<file path="src/rtl/pc_pkg.sv">
// Types and constants shared by the program-counter sequencer and its helpers.
package pc_pkg;

   localparam int PC_W = 7;

   typedef enum logic [1:0] {
      ST_RUN  = 2'd0,
      ST_HALT = 2'd1,
      ST_STEP = 2'd2
   } pc_state_e;

endpackage

</file>
<file path="src/rtl/pc_incrementer.sv">
// Sequential-successor adder: pc_in + STEP modulo 2^WIDTH, with the carry-out
// exposed so the sequencer can flag a wrap past the top of the address space.
module pc_incrementer
   import pc_pkg::*;
#(
   parameter int WIDTH = PC_W,
   parameter int STEP  = 1
) (
   input  logic [WIDTH-1:0] pc_in,
   output logic [WIDTH-1:0] sum,
   output logic             carry
);

   logic [WIDTH:0] full_sum;

   // One extra bit holds the carry-out of the increment.
   always_comb begin
      full_sum = {1'b0, pc_in} + (WIDTH+1)'(STEP);
   end

   assign sum   = full_sum[WIDTH-1:0];
   assign carry = full_sum[WIDTH];

endmodule

</file>
<file path="src/rtl/pc_sequencer.sv">
// Fetch-stage program counter with jump/branch/stall priority and a debug
// halt/single-step controller.
//
//   state   | meaning
//   --------+------------------------------------------------------------
//   ST_RUN  | free-running fetch; halt_req moves to ST_HALT
//   ST_HALT | fetch disabled; PC only changes by jump; resume/step_req exit
//   ST_STEP | fetch enabled for exactly one unstalled advance, then ST_HALT
module pc_sequencer
   import pc_pkg::*;
#(
   parameter int WIDTH        = PC_W,
   parameter int STEP         = 1,
   parameter int OFFSET_W     = 7,
   parameter int RESET_VECTOR = 0,
   parameter int BOOT_HALTED  = 0
) (
   input  logic                clk,
   input  logic                rst_n,
   input  logic                stall,
   input  logic                branch_en,
   input  logic [OFFSET_W-1:0] branch_off,
   input  logic                jump_en,
   input  logic [WIDTH-1:0]    jump_addr,
   input  logic                halt_req,
   input  logic                step_req,
   input  logic                resume,
   output logic [WIDTH-1:0]    pc,
   output logic [WIDTH-1:0]    pc_next,
   output logic                fetch_en,
   output logic                halted,
   output logic                wrap
);

   localparam pc_state_e RESET_STATE = (BOOT_HALTED != 0) ? ST_HALT : ST_RUN;
   // Offset is sign-extended to at least the PC width before the add.
   localparam int EXT_W = (WIDTH > OFFSET_W) ? WIDTH : OFFSET_W;

   pc_state_e        state_q, state_d;
   logic [WIDTH-1:0] pc_q, pc_d;
   logic             wrap_q, wrap_d;
   logic [WIDTH-1:0] pc_inc;
   logic             inc_carry;
   logic [EXT_W-1:0] off_ext;
   logic [EXT_W-1:0] br_sum;

   pc_incrementer #(
      .WIDTH (WIDTH),
      .STEP  (STEP)
   ) u_inc (
      .pc_in (pc_q),
      .sum   (pc_inc),
      .carry (inc_carry)
   );

   // Debug FSM next-state and the per-state fetch/halted outputs.
   always_comb begin
      state_d  = state_q;
      fetch_en = 1'b1;
      halted   = 1'b0;
      case (state_q)
         ST_RUN: begin
            if (halt_req) state_d = ST_HALT;
         end
         ST_HALT: begin
            fetch_en = 1'b0;
            halted   = 1'b1;
            if (resume)        state_d = ST_RUN;
            else if (step_req) state_d = ST_STEP;
         end
         ST_STEP: begin
            // Any unstalled cycle (sequential, branch or jump) is the one step.
            if (!stall) state_d = ST_HALT;
         end
         default: begin
            state_d = RESET_STATE;
         end
      endcase
   end

   // Target select: jump beats everything, then hold, then branch, then increment.
   always_comb begin
      off_ext = EXT_W'($signed(branch_off));
      br_sum  = EXT_W'(pc_inc) + off_ext;
      pc_d    = pc_q;
      wrap_d  = 1'b0;
      if (jump_en) begin
         pc_d = jump_addr;
      end else if (!fetch_en || stall) begin
         pc_d = pc_q;
      end else if (branch_en) begin
         pc_d = br_sum[WIDTH-1:0];
      end else begin
         pc_d   = pc_inc;
         // Only the plain sequential path reports a wrap.
         wrap_d = inc_carry;
      end
   end

   // PC, FSM state and wrap pulse registers.
   always_ff @(posedge clk or negedge rst_n) begin
      if (!rst_n) begin
         pc_q    <= WIDTH'(RESET_VECTOR);
         state_q <= RESET_STATE;
         wrap_q  <= 1'b0;
      end else begin
         pc_q    <= pc_d;
         state_q <= state_d;
         wrap_q  <= wrap_d;
      end
   end

   assign pc      = pc_q;
   assign pc_next = pc_inc;
   assign wrap    = wrap_q;

endmodule

</file>
<file path="config.mk">
export PLATFORM = sky130hd
export DESIGN_NAME = pc_sequencer
export DESIGN_NICKNAME = d
export VERILOG_FILES = /design/src/rtl/pc_pkg.sv /design/src/rtl/pc_incrementer.sv /design/src/rtl/pc_sequencer.sv
export SDC_FILE = /design/constraint.sdc
export NUM_CORES = 1
export LEC_CHECK = 0
export CORE_MARGIN = 2
export CORE_UTILIZATION = 47
export CTS_CLUSTER_SIZE = 14
export DETAILED_ROUTE_END_ITERATION = 8
export GPL_ROUTABILITY_DRIVEN = 0
export PLACE_DENSITY = 0.9
export SKIP_LAST_GASP = 1
export SLEW_MARGIN = 20
export SYNTH_ARGS = -nofsm -noshare
export SYNTH_HDL_FRONTEND = slang
export SYNTH_HIERARCHICAL = 1
export SYNTH_SLANG_ARGS = --single-unit
</file>
<file path="constraint.sdc">
create_clock -name clk -period 6.5 [get_ports clk]
set_input_delay 0.975 -clock clk [delete_from_list [all_inputs] [get_ports clk]]
set_output_delay 0.975 -clock clk [all_outputs]
set_load 0.05 [all_outputs]
</file>
# [Word level (Yosys, flattened, before mapping)]
# Index checks and enable logic that the tools add are counted.
[word_totals] input_bits=22 regBits=10 mem_count=0 latch_bits=0 output_inout_bits=17 ramBits=0 elab_cells=27 rom_bits=0
[classes] div=0 mux=13 n_addsub=2 eq_ne=6 reduce_logical=3 mul=0 shift=0 n_lt_le_gt_ge=0 bitwise_logic=0
[op_table] operator="7-bit two-way mux" count=3
[op_table] operator="7-bit by 1-bit adder with 8-bit output, second input constant" count=1
[op_table] operator="2-bit two-way mux" count=4
[op_table] operator="7-bit adder" count=1
[op_table] operator="2-bit != test, second input constant" count=3
[op_table] operator="2-bit one-hot mux with 3 select lines" count=1
[op_table] operator="1-bit two-way mux" count=5
[op_table] operator="3-bit != test, second input constant" count=1
[op_table] operator="3-bit AND reduction" count=1
[op_table] operator="2-bit by 1-bit == test with 1-bit output, second input constant" count=1
[op_table] operator="2-bit == test, second input constant" count=1
[op_table] operator="2-bit zero test" count=1
[op_table] operator="1-bit logical OR" count=1

# [Longest topological paths before layout]
# Gate-level depths: netlist of run 1.
[depth] depth_word=5 depth_mapped=8 depth_no_buf=8

# [Hierarchy]
# The synthesis of run 1 kept the hierarchy.
[modules_own_cells] mod="pc_sequencer" cells_each=100 area_per_inst_um2=933.4 seq_area_each_um2=250.2 n_inst=1
[modules_own_cells] mod="pc_incrementer" cells_each=15 area_per_inst_um2=103.8 seq_area_each_um2=0.0 n_inst=1

# [Least setup slack after synthesis of run 1]
# No wires, ideal clock.
[synth_path] path_type="register to register" from="register pc_q[0] (netlist: pc[0])" to="register pc_q[5] (netlist: pc[5])" required_time_ps=6418 n_path_buf=0 synth_period_minus_slack_ps=3241 setup_ps=82 setup_slack_ps=3259 stages_incl_launch_ff=9 arrival_time_ps=3159 cell_sequence="dfrtp_1 ha_1 nand3_1 xnor2_1 ha_1 or3b_1 o2111ai_1 o21ai_1 a31oi_1"
[synth_between] elab_chain_cells=5
[synth_lines] element="start: declaration" line="pc_sequencer.sv:40" rtl="logic [WIDTH-1:0] pc_q, pc_d;"
[synth_lines] element="start signal: assignment" line="pc_sequencer.sv:103" rtl="pc_q <= WIDTH'(RESET_VECTOR);"
[synth_lines] element="start signal: assignment" line="pc_sequencer.sv:107" rtl="pc_q <= pc_d;"
[synth_lines] element="7-bit by 1-bit adder with 8-bit output" line="pc_incrementer.sv:18" rtl="full_sum = {1'b0, pc_in} + (WIDTH+1)'(STEP);"
[synth_lines] element="net pc_next[4]" line="pc_sequencer.sv:29" rtl="output logic [WIDTH-1:0] pc_next,"
[synth_lines] element="7-bit adder" line="pc_sequencer.sv:84" rtl="br_sum = EXT_W'(pc_inc) + off_ext;"
[synth_lines] element="7-bit two-way mux" line="pc_sequencer.sv:91" rtl="end else if (branch_en) begin"
[synth_lines] element="7-bit two-way mux" line="pc_sequencer.sv:89" rtl="end else if (!fetch_en || stall) begin"
[synth_lines] element="7-bit two-way mux" line="pc_sequencer.sv:87" rtl="if (jump_en) begin"
# The timed path passes the listed nets, and every way through them passes these cells. The select of a mux whose other input is x is not followed.
# A chain may end at the register's enable or synchronous reset.

# [Worst setup path after layout of run 1]
[layout_path] from="register pc_q[0] (netlist: pc[0])" to="output pc_next[4]"
[layout_between] elab_chain_cells=1
[layout_lines] element="7-bit by 1-bit adder with 8-bit output" line="pc_incrementer.sv:18"
[layout_lines] element="end: declaration" line="pc_sequencer.sv:29"
# No other way between the ends.

==> results of run 1 <==
[sequential cells by signal (all words and copies together), names as in the netlist]
| signal | count |
|---|---|
| wrap | 1 |
| state_q | 2 |
| pc | 7 |
[cell usage after synthesis (2+ instances only)]
master / count
mux2i_1: 4
nor3b_1: 2
nand3_1: 2
xor2_1: 2
buf_2: 2
a21oi_1: 4
nand2_1: 9
nor4b_1: 2
nor3_1: 2
nor2_1: 6
nand3b_1: 3
a221o_1: 2
a211oi_1: 3
dfrtp_1: 10
o21ai_1: 2
xnor2_1: 4
o21ai_0: 5
o211ai_1: 2
o22ai_1: 3
nor4bb_1: 2
inv_1: 7
a21o_1: 2
buf_6: 2
ha_1: 7
[cells by family after synthesis]
family	Yosys count	share of synthesized area (%)
muxes	4	3.86
DFF	10	24.1
xor gates and xnor gates	6	5.07
AOI/OAI and AO/OA	31	21.2
and+or+nand+nor	42	26.7
adders and majority gates	8	10.4
buffers and inverters	14	8.69
[power by group]
part	leakage (nW)	switching (W)	internal, W
logic	0.423	0.000157	0.0000979
clock network	0.0138	0.0000204	0.0000214
registers	0.123	0.0000129	0.0000714
total	0.559	0.000190	0.000191
[through the flow]
stage	total power (W)	instances
floorplan	0.000267	115
global placement	0.000330	174
detailed placement	0.000338	174
CTS	0.000379	177
global route	0.000400	177
finish	0.000381	177
[metal layers]
metal / GRT usage [%] / vias to the layer above / share of wire (%)
met5: 0 / - / 0
li1: - / 497 / -
met3: 2.63 / 11 / 6.1
met2: 36.8 / 64 / 49
met4: 12.6 / 0 / 3.0
met1: 26.2 / 503 / 42
[final timing paths]
check / from / endpoint / slack, ns / cells after the start
min in group asynchronous: rst_n / wrap / 1.03 / 1
worst min register to register: state_q[1] / state_q[0] / 0.53 / 1
worst min-delay path: state_q[1] / state_q[0] / 0.53 / 1
worst max register to register: pc[0] / pc[4] / 4.08 / 7
worst max-delay path: pc[0] / pc_next[4] / 3.31 / 4
max in group asynchronous: rst_n / pc[1] / 5.16 / 1
[cell type report]
type / count / share of cell area [%]
clock buffers: 3 / 1.60
inverters: 7 / 1.86
multi-input cells: 91 / 49.4
flip-flops and latches: 10 / 17.7
well taps: 28 / 2.48
repair buffers: 38 / 27.0
==> flow_results.org, run 1 <==
** Outcome
- The flow ran to the end, and the final reports show no timing, DRC or antenna violations.

** Synthesis
- Top cells by area, synth :: dfrtp_1 24%, ha_1 8.4%, mux2i_1 3.9%
- Yosys top cell area share :: 24.1%
- Most used flip-flop cell after synthesis :: dfrtp_1
- Summing every instance area after synthesis gives 0.00104 mm^2.
- Summed over all instances, the cell type with the most area after synthesis is dfrtp_1.
- In this run the mean area of a mapped cell was 9.02 um^2.
- Part of the Yosys area used for sequential elements :: 24.1%
- Async set-or-reset flop fraction in the synthesized netlist :: 100%
- Distinct cell type count after synthesis :: 50
- During synthesis, Yosys emitted a total of 6 warnings.
- Flip-flop and latch count after synthesis :: 10
- Counting every instance in the synthesized netlist gives 115.
- When the netlist entered floorplanning its net count stood at 145.
- Yosys mapped a number of flops with a built-in enable equal to 0.

** Detailed routing
- After detailed routing, the number of vias per cell comes to 6.07.
- Number of vias after detailed routing :: 1075
- The count of nets left with antenna violations once routing finished came out at 0.
- In the final routed layout, each cell accounts on average for 15.2 um.
- For this run, design rule violations remaining after detail routing come to 0.
- For this block, the routed nets add up to 2.69 mm of wire.
- First-pass detailed-route iteration total :: 4
- For this block, the initial DRC count from the detailed router was 37.

** Timing
- Final TNS setup :: 0 ns
- Unrepaired setup endpoints after global routing :: no
- For the pin with the worst max-slew slack, the measured transition is 0.691 ns.
- Worst setup skew after layout :: 0.00272 ns
- Finish-stage setup viols :: 0
- The number of pins with negative max-slew slack in the final report came to 0.
- Number of endpoints with negative hold slack in the final report :: 0
- The routed design could run at a clock period as short as 3.19 ns.
- Share of the cycle needed by the critical path after routing :: 49.0%
- Peak clock frequency supported by timing :: 314 MHz
- Worst rel slew slack :: 53.8%
- Setup WS post-layout :: 3.31 ns
- Hold is met by 0.531 ns.

** Setup path
- Crit path kind :: flop to primary output
- Dominant delay contributor by cell family on the critical path :: buffers and inverters
- Highest-delay cell along the critical path :: clkdlybuf4s50_1
- CP bufs+invs :: 1
- Arrival time of data at the critical path endpoint :: 2.21 ns
- STA classifies the critical path startpoint as a flop.
- At the worst endpoint, the required time is 5.52 ns.
- Of all nets on the critical path, the largest fanout is 5.
- Largest incremental delay on the critical path :: 0.86 ns
- STA classifies the critical path endpoint as a primary output.
- Worst path cell trace :: ha_1 -> nand3_1 -> xnor2_1 -> clkdlybuf4s50_1

** Clock tree
- Cts bufs inserted :: 3
- The root buffer cell chosen for the clock tree is clkbuf_4.
- Clock transition at the registers of the reported paths :: 0.06 ns
- The number of hold buffers added after CTS was 0.
- Number of sinks handled by clock tree synthesis :: 10
- In this run the post-CTS setup repair buffer count came out at 0.
- Worst skew pair latency :: 0.26 ns
- Post-CTS repair changed the size of 0 cells.
- No sink is reached through more buffers than the 2 on the longest clock path.
- In this run the number of H-tree levels came out at 1.
- TritonCTS built the clock tree.

** GRT
- Wire length of the first global-routing pass :: 4.35 mm
- Antenna violations before repair :: 0
- Entering global routing, the biggest net connects 19 pins.
- The number of global-route vias before repair came to 1080.
- GR Overflow Total :: 0
- All-Layer GR Usage :: 21.7%

** Die
- For this configuration, the core starts out at a cell density of 48.3%.
- Die extent in x :: 51.0 um
- Full die area :: 0.00260 mm^2
- Number of cell rows :: 17
- Die Y-Extent :: 51.0 um
- In this run the standard cell core region covers 0.00215 mm^2.
- IO Pins :: 39

** Flow run
- The tool flagged a number of max-cap violations equal to 0.

** Cells and area
- Relative to the synthesized area, the layout overhead comes to 36.1%.
- Fill cells in the final layout number 165.
- Post-layout instance area :: 0.00141 mm^2
- Final net count :: 181
- Leaving out fill and tap cells, the most frequent cell in the layout is clkdlybuf4s50_1.
- In the layout the commonest cells are 38 x clkdlybuf4s50_1, 10 x dfrtp_1, 9 x nand2_1.
- Of the cells placed in the final design, the portion with a size suffix greater than 1 is 7.38%.
- Summing all multi-input logic gate instances after layout gives 697 um^2.
- Registers take 250 um^2.
- Antenna Diode Count :: 0
- Final core area utilization :: 65.7%

** Placed design
- DP HPWL :: 2.09 mm
- Buffers added on ports :: 38
- In this run the cell area measured after placement is 0.00139 mm^2.
- Before CTS, the worst setup slack after placement is 3.39 ns.

** Power
- Summed over all cells, the static leakage comes to 0.559 nW.
- Dividing total power by cell area gives a power density of 270 mW/mm^2.
- VDD sags by at most 151 uV.

** Hold path
- The worst hold path belongs to the class flop to flop.
No activity file was read; power rests on OpenSTA's default activity.
==> inputs of run 2 (changes only) <==
- CORE_ASPECT_RATIO: unset -> 1.75
- CORE_UTILIZATION: 47 -> 44
- PLACE_DENSITY: 0.9 -> 0.86
- clock period: 6.5 -> 3.1 ns (I/O delays scaled with it)
==> flow_results.org, run 2 (synthesized netlist as in run 1, its figures left out) <==
** Outcome
- Result of the run :: complete, no violations

** Flow run
- Max-cap violations in this run came to 0.

** Cells and area
- Flip-flop count of the largest register, all copies and words added :: 7
- With fillers left out, the area of the finished cells amounts to 0.00146 mm^2.
- Leaving out fill and tap cells, the most frequent cell in the layout is clkdlybuf4s50_1.
- The number of antenna diodes in the final layout is 0.
- Share of final-layout standard cells stronger than drive strength 1 :: 9.33%
- The library cells used most frequently in the layout, excluding fill and tap cells, are 38 x clkdlybuf4s50_1, 10 x dfrtp_1, 9 x nand2_1.
- Final core area utilization :: 64.0%
- Area growth from synthesis to layout :: 40.3%
- Count of filler cells inserted in the layout :: 192
- Final net count :: 181

** Detailed routing
- Vias per std cell :: 5.68
- Summed over all layers, the routed wires come to 2.53 mm.
- The first routing iteration left 17 violations.
- Before antenna repair, the detailed router went through 4 iterations.
- In this run the remaining antenna-violating nets after routing total 0.
- Across all layers, the routed design uses 994 vias.
- In the final routed layout, each cell accounts on average for 14.5 um.
- Post-route DRC violation count :: 0

** Timing
- Final TNS setup :: 0 ns
- Setup WS post-layout :: 0.437 ns
- Number of pins with negative max-slew slack in the final report :: 0
- Clock skew on the completed layout was measured at 0.000523 ns.
- Final Critical Period :: 2.66 ns
- The hold violation total from the final report is 0.
- Setup violations remaining at the end of the flow were counted as 0.
- Static timing analysis puts the maximum clock frequency at 376 MHz.
- Across all hold checks on the routed design, the worst slack comes to 0.533 ns.
- Worst rel slew slack :: 56.0%
- Setup repair after global routing left no endpoint under its margin.
- Actual transition at the worst max-transition pin :: 0.658 ns
- Of the available clock period, the critical path in the final layout requires 85.9%.

** GRT
- GRT busiest layer :: met2
- Global routing used 25.5% of the available met1 tracks.
- Entering global routing, the biggest net connects 19 pins.
- Met3 track demand over resource in global routing :: 2.92%
- Via count of the first global-routing pass :: 935
- Global routing used 36.9% of the available met2 tracks.
- Across every metal layer, demand over resource in global routing totals 21.3%.
- Wire length of the first global-routing pass :: 4.04 mm
- The initial antenna violation count is 0.
- GR Overflow Total :: 0

** Hold path
- The min-delay analysis places its worst path in the category flop to flop.

** Clock tree
- Clock transition at the registers of the reported paths :: 0.05 ns
- Gates resized during post-CTS repair numbered 0.
- Cts bufs inserted :: 3
- Number of buffers on the longest clock path :: 2
- CTS saw 10 sinks.
- The number of hold buffers added after CTS was 0.
- Maximum level of the CTS H-tree :: 1
- Worst skew pair latency :: 0.24 ns
- In this run the post-CTS setup repair buffer count came out at 0.
- Buffer type at the clock tree root :: clkbuf_8
- TritonCTS clock tree :: built

** Setup path
- CP bufs+invs :: 1
- Highest-delay cell along the critical path :: clkdlybuf4s50_1
- The largest single stage delay on the critical path is 0.85 ns.
- At the worst endpoint, the arrival time is 2.20 ns.
- Crit path kind :: flop to primary output
- Maximum fanout along the worst path :: 5
- Worst path cell trace :: ha_1 -> nand3_1 -> xnor2_1 -> clkdlybuf4s50_1
- STA classifies the critical path endpoint as a primary output.
- At the worst endpoint, the required time is 2.63 ns.
- Broken down by cell family, the worst path's largest delay share belongs to buffers and inverters.
- The worst setup path is launched from a flop.

** Placed design
- Buffers placed on the I/O ports in this run total 38.
- At the placement stage, the worst setup path has a slack of 0.572 ns.
- DP HPWL :: 2.04 mm
- Area after DPL :: 0.00140 mm^2

** Power
- IR analysis of the VDD net gives a maximum drop of 298 uV.
- Dividing total power by cell area gives a power density of 601 mW/mm^2.
- The analysis attributes to cell leakage a power of 0.583 nW.

** Die
- Die Y-Extent :: 68.2 um
- Full die area :: 0.00278 mm^2
- IO Pins :: 39
- The floorplan has 23 rows.
- Core footprint :: 0.00227 mm^2
- Starting density of the core :: 45.6%
- Die extent in x :: 40.7 um
## run 2: cell count changes in the layout (fill, tap and decap cells not counted)
cell | before | now
clkbuf_8 | 0 | 4
xor2_1 | 2 | 1
clkbuf_4 | 3 | 0
xnor2_2 | 0 | 1
xnor2_1 | 4 | 3
xor2_2 | 0 | 1
## run 2: cell type report
cell class	count	area, um^2	area share [%]
Sequential cell	10	250	17.2
Inverter	7	26.3	1.81
Multi-Input combinational cell	91	712	48.9
Tap cell	25	31.3	2.15
Timing Repair Buffer	38	380	26.1
Clock buffer	4	55.1	3.78
## run 2: routing by layer
layer	wire length, um	vias to the layer above
met4	22	0
li1	-	496
met2	1390	29
met1	1030	467
met3	93	2
met5	0	-
## run 2: worst paths after layout
kind | endpoint | cells past startpoint | from | slack [ns]
min in group asynchronous | pc[4] | 1 | rst_n | 0.55
worst min register to register | state_q[0] | 1 | state_q[1] | 0.53
max in group asynchronous | pc[2] | 1 | rst_n | 2.23
worst max register to register | pc[4] | 6 | pc[0] | 0.82
worst min-delay path | state_q[0] | 1 | state_q[1] | 0.53
worst max-delay path | pc_next[6] | 4 | pc[0] | 0.44
## run 2: worst register-to-register path: cells and delay by family, from the launching register on
kind	cells	cell delay, ns
adders and majority gates	2	0.87
AOI/OAI and AO/OA	4	0.86
DFF	1	0.43
## run 2: report_power, final
group          internal, W  total (W)  switching, W
Combinational     0.000208   0.000531      0.000323
Sequential        0.000150   0.000180     0.0000295
Clock             0.000112   0.000164     0.0000523
Total             0.000470   0.000875      0.000405
## run 2: per-stage QoR
step | power [W] | std cells
floorplan | 0.000565 | 115
global placement | 0.000702 | 171
detailed placement | 0.000711 | 171
CTS | 0.000880 | 175
global route | 0.000925 | 175
finish | 0.000875 | 175
==> inputs of run 3 (changes only) <==
- GPL_ROUTABILITY_DRIVEN: 0 -> unset
==> results of run 3 <==
Same layout as run 2: the final DEF is identical, and so are final timing and power.
